==> config.mk <==
export PLATFORM = sky130hd
export DESIGN_NAME = buscaminas_input_ctrl
export DESIGN_NICKNAME = d
export VERILOG_FILES = /design/src/rtl/buscaminas_input_ctrl.sv
export SDC_FILE = /design/constraint.sdc
export NUM_CORES = 1
export LEC_CHECK = 0
export BUFFER_PORTS_ARGS = -buffer_cell sky130_fd_sc_hd__buf_4
export CORE_UTILIZATION = 50
export DETAILED_ROUTE_END_ITERATION = 8
export PLACE_DENSITY_LB_ADDON = 0.05
export SYNTH_ARGS = -nofsm -noshare
export SYNTH_HDL_FRONTEND = slang
export SYNTH_SLANG_ARGS = --single-unit
==> constraint.sdc <==
create_clock -name clk -period 5.4 [get_ports clk]
set_input_delay 0.54 -clock clk [delete_from_list [all_inputs] [get_ports clk]]
set_output_delay 0.54 -clock clk [all_outputs]
set_load 0.005 [all_outputs]
==> src/rtl/buscaminas_input_ctrl.sv <==
// buscaminas_input_ctrl: five push-buttons -> 8x8 cursor and click coordinates for the game FSM
//  Ports: clk, reset (async, active-low); btn_up/down/left/right/sel raw buttons;
//   board_in revealed mask (bit y*8+x); game_over blocks clicks;
//   cursor_x/cursor_y cursor; click_x/click_y {0,coord} during click else 4'hF;
//   busy high in CLICK; click_rej 1-cycle reject pulse.
//  Optional macro BUSCAMINAS_DEBOUNCE_EN adds a DEB_CYCLES stable-count debounce per button.
module buscaminas_input_ctrl #(
  parameter int CLICK_HOLD = 2,
  parameter int WRAP       = 1,
  parameter int DEB_CYCLES = 4
) (
  input  logic        clk,
  input  logic        reset,
  input  logic        btn_up,
  input  logic        btn_down,
  input  logic        btn_left,
  input  logic        btn_right,
  input  logic        btn_sel,
  input  logic [63:0] board_in,
  input  logic        game_over,
  output logic [2:0]  cursor_x,
  output logic [2:0]  cursor_y,
  output logic [3:0]  click_x,
  output logic [3:0]  click_y,
  output logic        busy,
  output logic        click_rej
);
  localparam int HW = $clog2(CLICK_HOLD + 1);
  typedef enum logic {IDLE, CLICK} state_t;
  state_t state, state_n;
  logic [4:0] s1, s2, lvl, prev, edg;
  logic [2:0] cx_n, cy_n;
  logic [3:0] clx_n, cly_n;
  logic [HW-1:0] hcnt, hcnt_n;
  logic rej_n;
  always_ff @(posedge clk or negedge reset)
    if (!reset) begin
      s1 <= '0;
      s2 <= '0;
      prev <= '0;
    end else begin
      s1 <= {btn_sel, btn_up, btn_down, btn_left, btn_right};
      s2 <= s1;
      prev <= lvl;
    end
`ifdef BUSCAMINAS_DEBOUNCE_EN
  localparam int CW = $clog2(DEB_CYCLES + 1);
  logic [4:0] deb;
  logic [CW-1:0] cnt [5];
  // Any sample equal to the debounced level restarts the count, so bounces never accumulate.
  always_ff @(posedge clk or negedge reset)
    if (!reset) begin
      deb <= '0;
      for (int i = 0; i < 5; i++) cnt[i] <= '0;
    end else
      for (int i = 0; i < 5; i++)
        if (s2[i] == deb[i]) cnt[i] <= '0;
        else if (cnt[i] == CW'(DEB_CYCLES - 1)) begin
          deb[i] <= s2[i];
          cnt[i] <= '0;
        end else cnt[i] <= cnt[i] + 1'b1;
  assign lvl = deb;
`else
  assign lvl = s2;
`endif
  // edg bits: 4 sel, 3 up, 2 down, 1 left, 0 right; the else-if chain below gives the priority.
  assign edg = lvl & ~prev;
  function automatic logic [2:0] step(input logic [2:0] v, input logic inc);
    return inc ? ((v == 3'd7 && WRAP == 0) ? v : v + 3'd1)
               : ((v == 3'd0 && WRAP == 0) ? v : v - 3'd1);
  endfunction
  always_comb begin
    state_n = state;
    cx_n = cursor_x;
    cy_n = cursor_y;
    clx_n = click_x;
    cly_n = click_y;
    hcnt_n = hcnt;
    rej_n = 1'b0;
    if (state == IDLE) begin
      if (edg[4]) begin
        if (game_over || board_in[{cursor_y, cursor_x}]) rej_n = 1'b1;
        else begin
          state_n = CLICK;
          clx_n = {1'b0, cursor_x};
          cly_n = {1'b0, cursor_y};
          hcnt_n = '0;
        end
      end else if (edg[3]) cy_n = step(cursor_y, 1'b0);
      else if (edg[2]) cy_n = step(cursor_y, 1'b1);
      else if (edg[1]) cx_n = step(cursor_x, 1'b0);
      else if (edg[0]) cx_n = step(cursor_x, 1'b1);
    end else if (game_over || hcnt == HW'(CLICK_HOLD - 1)) begin
      state_n = IDLE;
      clx_n = 4'hF;
      cly_n = 4'hF;
    end else hcnt_n = hcnt + 1'b1;
  end
  always_ff @(posedge clk or negedge reset)
    if (!reset) begin
      state <= IDLE;
      cursor_x <= '0;
      cursor_y <= '0;
      click_x <= 4'hF;
      click_y <= 4'hF;
      hcnt <= '0;
      click_rej <= 1'b0;
    end else begin
      state <= state_n;
      cursor_x <= cx_n;
      cursor_y <= cy_n;
      click_x <= clx_n;
      click_y <= cly_n;
      hcnt <= hcnt_n;
      click_rej <= rej_n;
    end
  assign busy = (state == CLICK);
endmodule

# After elaboration in Yosys (flattened, before gate mapping)
# Cells that the tools add are included.
# totals
regBits	33
in_bits	72
output_inout_bits	16
word_cells	59
# op_classes
add_sub_neg	5
magnitude_cmp	1
eq_ne	4
n_mux	24
bitwise	6
n_reduce_logical	9
# op_table
operator	count
2-to-1 mux 4 bit	7
2-to-1 mux 3 bit	4
AND reduction 3 bit	3
2-to-1 mux 1 bit	8
2-to-1 mux 2 bit	4
less-than comparator 6 x 7 -> 1 bit, second input constant	1
adder 3 x 1 -> 3 bit, second input constant	2
binary-select mux 1 bit (select 6 bit)	1
nonzero test 2 bit	3
subtractor 3 x 1 -> 3 bit, second input constant	2
AND 5 bit	1
inverter 5 bit	1
AND reduction 5 bit	1
inequality test 2 bit, second input constant	2
inverter 1 bit	4
adder 2 x 1 -> 2 bit, second input constant	1
equality test 2 x 1 -> 1 bit, second input constant	1
logical OR 1 bit	2
inequality test 2 x 1 -> 1 bit, second input constant	1

# Longest topological paths before layout
# logic_depth
ltp_word	6
mapped_depth	8
ltp_nobuf	6

# Worst setup path after synthesis
# OpenSTA, ideal clock, no wires.
# synth_path
kind	register to register
start	reg cursor_x[0]
end	reg click_x[2]
setup_ps	82
arrival_time_ps	1950
required_time_ps	5318
setup_slack_ps	3368
path_stages_with_launch	9
n_path_buf	2
synth_period_minus_slack_ps	2032
path_cell_list	dfrtp_1 -> buf_6 -> buf_12 -> mux2i_1 -> a22oi_1 -> a211oi_1 -> nor4_2 -> o22ai_2 -> mux2_4
# synth_via
elab_chain_cells	5
# synth_lines
element	line	rtl
from (decl)	21	output logic [2:0] cursor_x,
from (signal assigned)	110	cursor_x <= cx_n;
binary-select mux 1 bit (select 6 bit)	82	if (game_over || board_in[{cursor_y, cursor_x}]) rej_n = 1'b1;
2-to-1 mux 1 bit (implied by the code)	82	
logical OR 1 bit	82	
inequality test 2 bit (no line)	--	
AND reduction 3 bit (no line)	--	
to (signal assigned)	112	click_x <= clx_n;
to (decl)	23	output logic [3:0] click_x,
# Every way passes these cells. The select of a mux whose other input is x is not followed.
# A chain may end at the register's enable or synchronous reset.

# Worst setup path after layout
# Same ends and word-level chain as after synthesis.

==> impl_results.md <==
* Status: complete, no violations
* Synth cell types at 29
* Vias per cell at roughly 5.1
* CP max FO at 35
* Worst-Margin Slew at between 900 and 1000 ps
* Max stage delay on crit path at roughly 1000 ps
* Core area at around 3400 um2
* Cell Pwr Density at 458 nW/um2
* Layout Skew at 10.3 ps
* Worst hold-check path type: in2async
* Sink Count at 32
* Die Y at 62.8 um
* Vias in the first global route at about 1400
* Post-CTS setup buffers at 0
* Critical-path cell list: mux2i_1 -> a22oi_1 -> a211oi_1 -> nor4_2 -> o22ai_2 -> mux2_4
* Cells after synthesis at ~170
* FF-to-FF path depth at 6
* DR WL/cell at between 10 and 15 um
* Final WS setup at 2760 ps
* FP Rows at 21
* Root Buffer: clkbuf_8
* Post-route cell area at ~2600 um2
* Fill cells at 270
* CTS Buf Count at 5
* Hold_buf cts at 0
* CTS tree: built
* Finished Core Util at roughly three quarters
* Crit path time final at between 2000 and 3000 ps
* Number of remaining DRC errors at 0
* Pleak at between 0.001 and 0.0015 uW
* Slew Viols, Final at 0
* Crit path capture type: register
* Worst Path Required at between 5000 and 6000 ps
* Place WS at roughly 2800 ps
* Sequential share of the synthesized area at a little over two fifths
* R2R Setup Slk at 2760 ps
* Avg Cell Area, Syn at around 11 um2
* WL final at 4070 um
* Setup crit start kind: register
* First-pass DRT Iterations at 5
* Number of diodes at 0
* GRT overflow at 0
* Buf/Inv on CP at 0
* Final Hold Fails at 0
* Clk Latency, worst-skew pair at approximately 280 ps
* Worst EP arrival at between 2000 and 3000 ps
* Clock Path Buffers at 2
* Clock slew at reported path FFs at approximately 70 ps
* Synth warn at 0
* DP Area at 2480 um2
* DP HPWL at 3100 um
* Total GRT Usage at between 20% and 30%
* Htree depth at 2
* FF+latch count, synth at 32
* Worst path top cell family by delay: flip-flops
* Via Count at between 1500 and 2000
* Max cap viols at 0
* 1st-iter DRT viols at 64
* Unrepaired setup endpoints after global routing: false
* Final period utilization at 48.8%
* IO Pins at 88
* Layout cell share with drive strength beyond 1 at around 42%
* Fmax at 379 MHz
* Syn nets at 241
* Critical Path Slowest Stage Cell: dfrtp_2
* First-pass GRT wire length at around 6600 um
* Post-Syn Area at approximately 1800 um2
* Routability cong. at 0.740
* Slew margin rel. at 37.6%
* Setup violators final at 0
* Post-route ant nets at 0
* Die width at around 63 um
* Area Overhead vs Synth at 39.4%
* Initial Util at a little over half
* Post-Layout Cell Count at ~300
* Setup TNS Final at 0 ps
* Final #Nets at between 300 and 400
* Cts repair resizes at 0
* Worst Setup Path Type: reg2reg
* Max IR drop VDD at about 0.32 mV
* Initial antenna violation count at 0
* Stages on worst setup path at 6
* Placed Cells at between 200 and 300
* # port buffers at 87
* Largest net degree at the start of global routing at 36
* Die area at around 3900 um2
==> where the power goes <==
| part | leakage, uW | switching (uW) | internal (uW) |
|---|---|---|---|
| sequential | 0.000372 | 116 | 324 |
| clock | 0.0000515 | 78.5 | 116 |
| combinational | 0.000826 | 231 | 314 |
| total | 0.00125 | 426 | 753 |
==> final timing paths <==
path / from / endpoint
setup / recovery: cursor_x[0]$_DFFE_PN0P_ / click_x[2]$_DFFE_PN1P_
hold / removal: reset / prev[1]$_DFF_PN0_
setup reg to reg: cursor_x[0]$_DFFE_PN0P_ / click_x[2]$_DFFE_PN1P_
hold reg to reg: s1[0]$_DFF_PN0_ / lvl[0]$_DFF_PN0_
max in group asynchronous: reset / click_y[2]$_DFFE_PN1P_
min in group clk: s1[0]$_DFF_PN0_ / lvl[0]$_DFF_PN0_
==> cells in the final DEF (no fill, tap or decap), drive strengths merged, types with 3 or more instances in the layout <==
cell type and n:
buf 87, mux2i 38, dfrtp 25, a22oi 16
nand2 10, inv 9, nor2b 8, a21oi 8
clkbuf 8, dfstp 7, nand2b 6, o21ai 6
xnor2 5, nor2 4, a211oi 3
==> kinds of logic after synthesis <==
kind of cell / share of synthesized area [%]
xor+xnor: 2.84
flops: 43.8
fa+ha+maj: 2.84
compound gates: 12.5
simple gates: 10.2
mux: 21.4
buf+inv: 6.36
==> state kept, by name, summed over array words and instances, names as in the netlist <==
name	cells
hcnt	2
prev	5
click_rej	1
click_y	4
click_x	3
cursor_y	3
lvl	5
cursor_x	3
s1	5
busy	1
==> routing by layer <==
layer	vias to the layer above	track usage [%]	part of all wire (%)
met5	-	0	0
met4	0	8.43	1.5
met3	6	6.57	8.7
met2	66	33.6	47
met1	698	27.9	43
li1	763	-	-
==> area by class of cell <==
class / count / area [um2] / area share (%)
Multi-Input combinational cell: 117 / 921 / 35.7
Sequential cell: 32 / 811 / 31.5
Timing Repair Buffer: 87 / 653 / 25.4
Clock buffer: 8 / 100 / 3.89
Tap cell: 46 / 57.6 / 2.23
Inverter: 9 / 33.8 / 1.31
==> stage by stage <==
step | power [uW] | hold WS, ps
detailed placement | 995 | 336
floorplan | 839 | 244
global route | 1270 | 211
finish | 1180 | 179
global placement | 986 | 333
CTS | 1190 | 187
==> Yosys cell counts <==
| library cell | instances | area, um2 |
|---|---|---|
| dfstp_2 | 7 | 184 |
| buf_4 | 1 | 7.51 |
| or2_2 | 1 | 6.26 |
| o21ai_0 | 6 | 30.0 |
| clkbuf_2 | 2 | 10.0 |
| dfrtp_1 | 25 | 626 |
| nor2b_1 | 8 | 50.1 |
| o22ai_2 | 1 | 12.5 |
| clkbuf_1 | 1 | 3.75 |
| and2_1 | 1 | 6.26 |
| inv_1 | 9 | 33.8 |
| buf_6 | 2 | 22.5 |
| nand2b_1 | 6 | 37.5 |
| mux2i_1 | 38 | 380 |
| xnor2_1 | 5 | 43.8 |
| a211oi_1 | 3 | 22.5 |
| fa_1 | 2 | 40.0 |
| mux2_4 | 1 | 15.0 |
| a21oi_1 | 8 | 40.0 |
| nor4_2 | 2 | 25.0 |
| ha_1 | 1 | 12.5 |
| nor2_1 | 4 | 15.0 |
| o22ai_1 | 1 | 6.26 |
| or3_1 | 1 | 6.26 |
| a22oi_1 | 16 | 120 |
| xor2_1 | 1 | 8.76 |
| nand2_1 | 10 | 37.5 |
| nor3_1 | 1 | 5.00 |
| buf_12 | 2 | 40.0 |
Power figures use the tool's default switching activity.
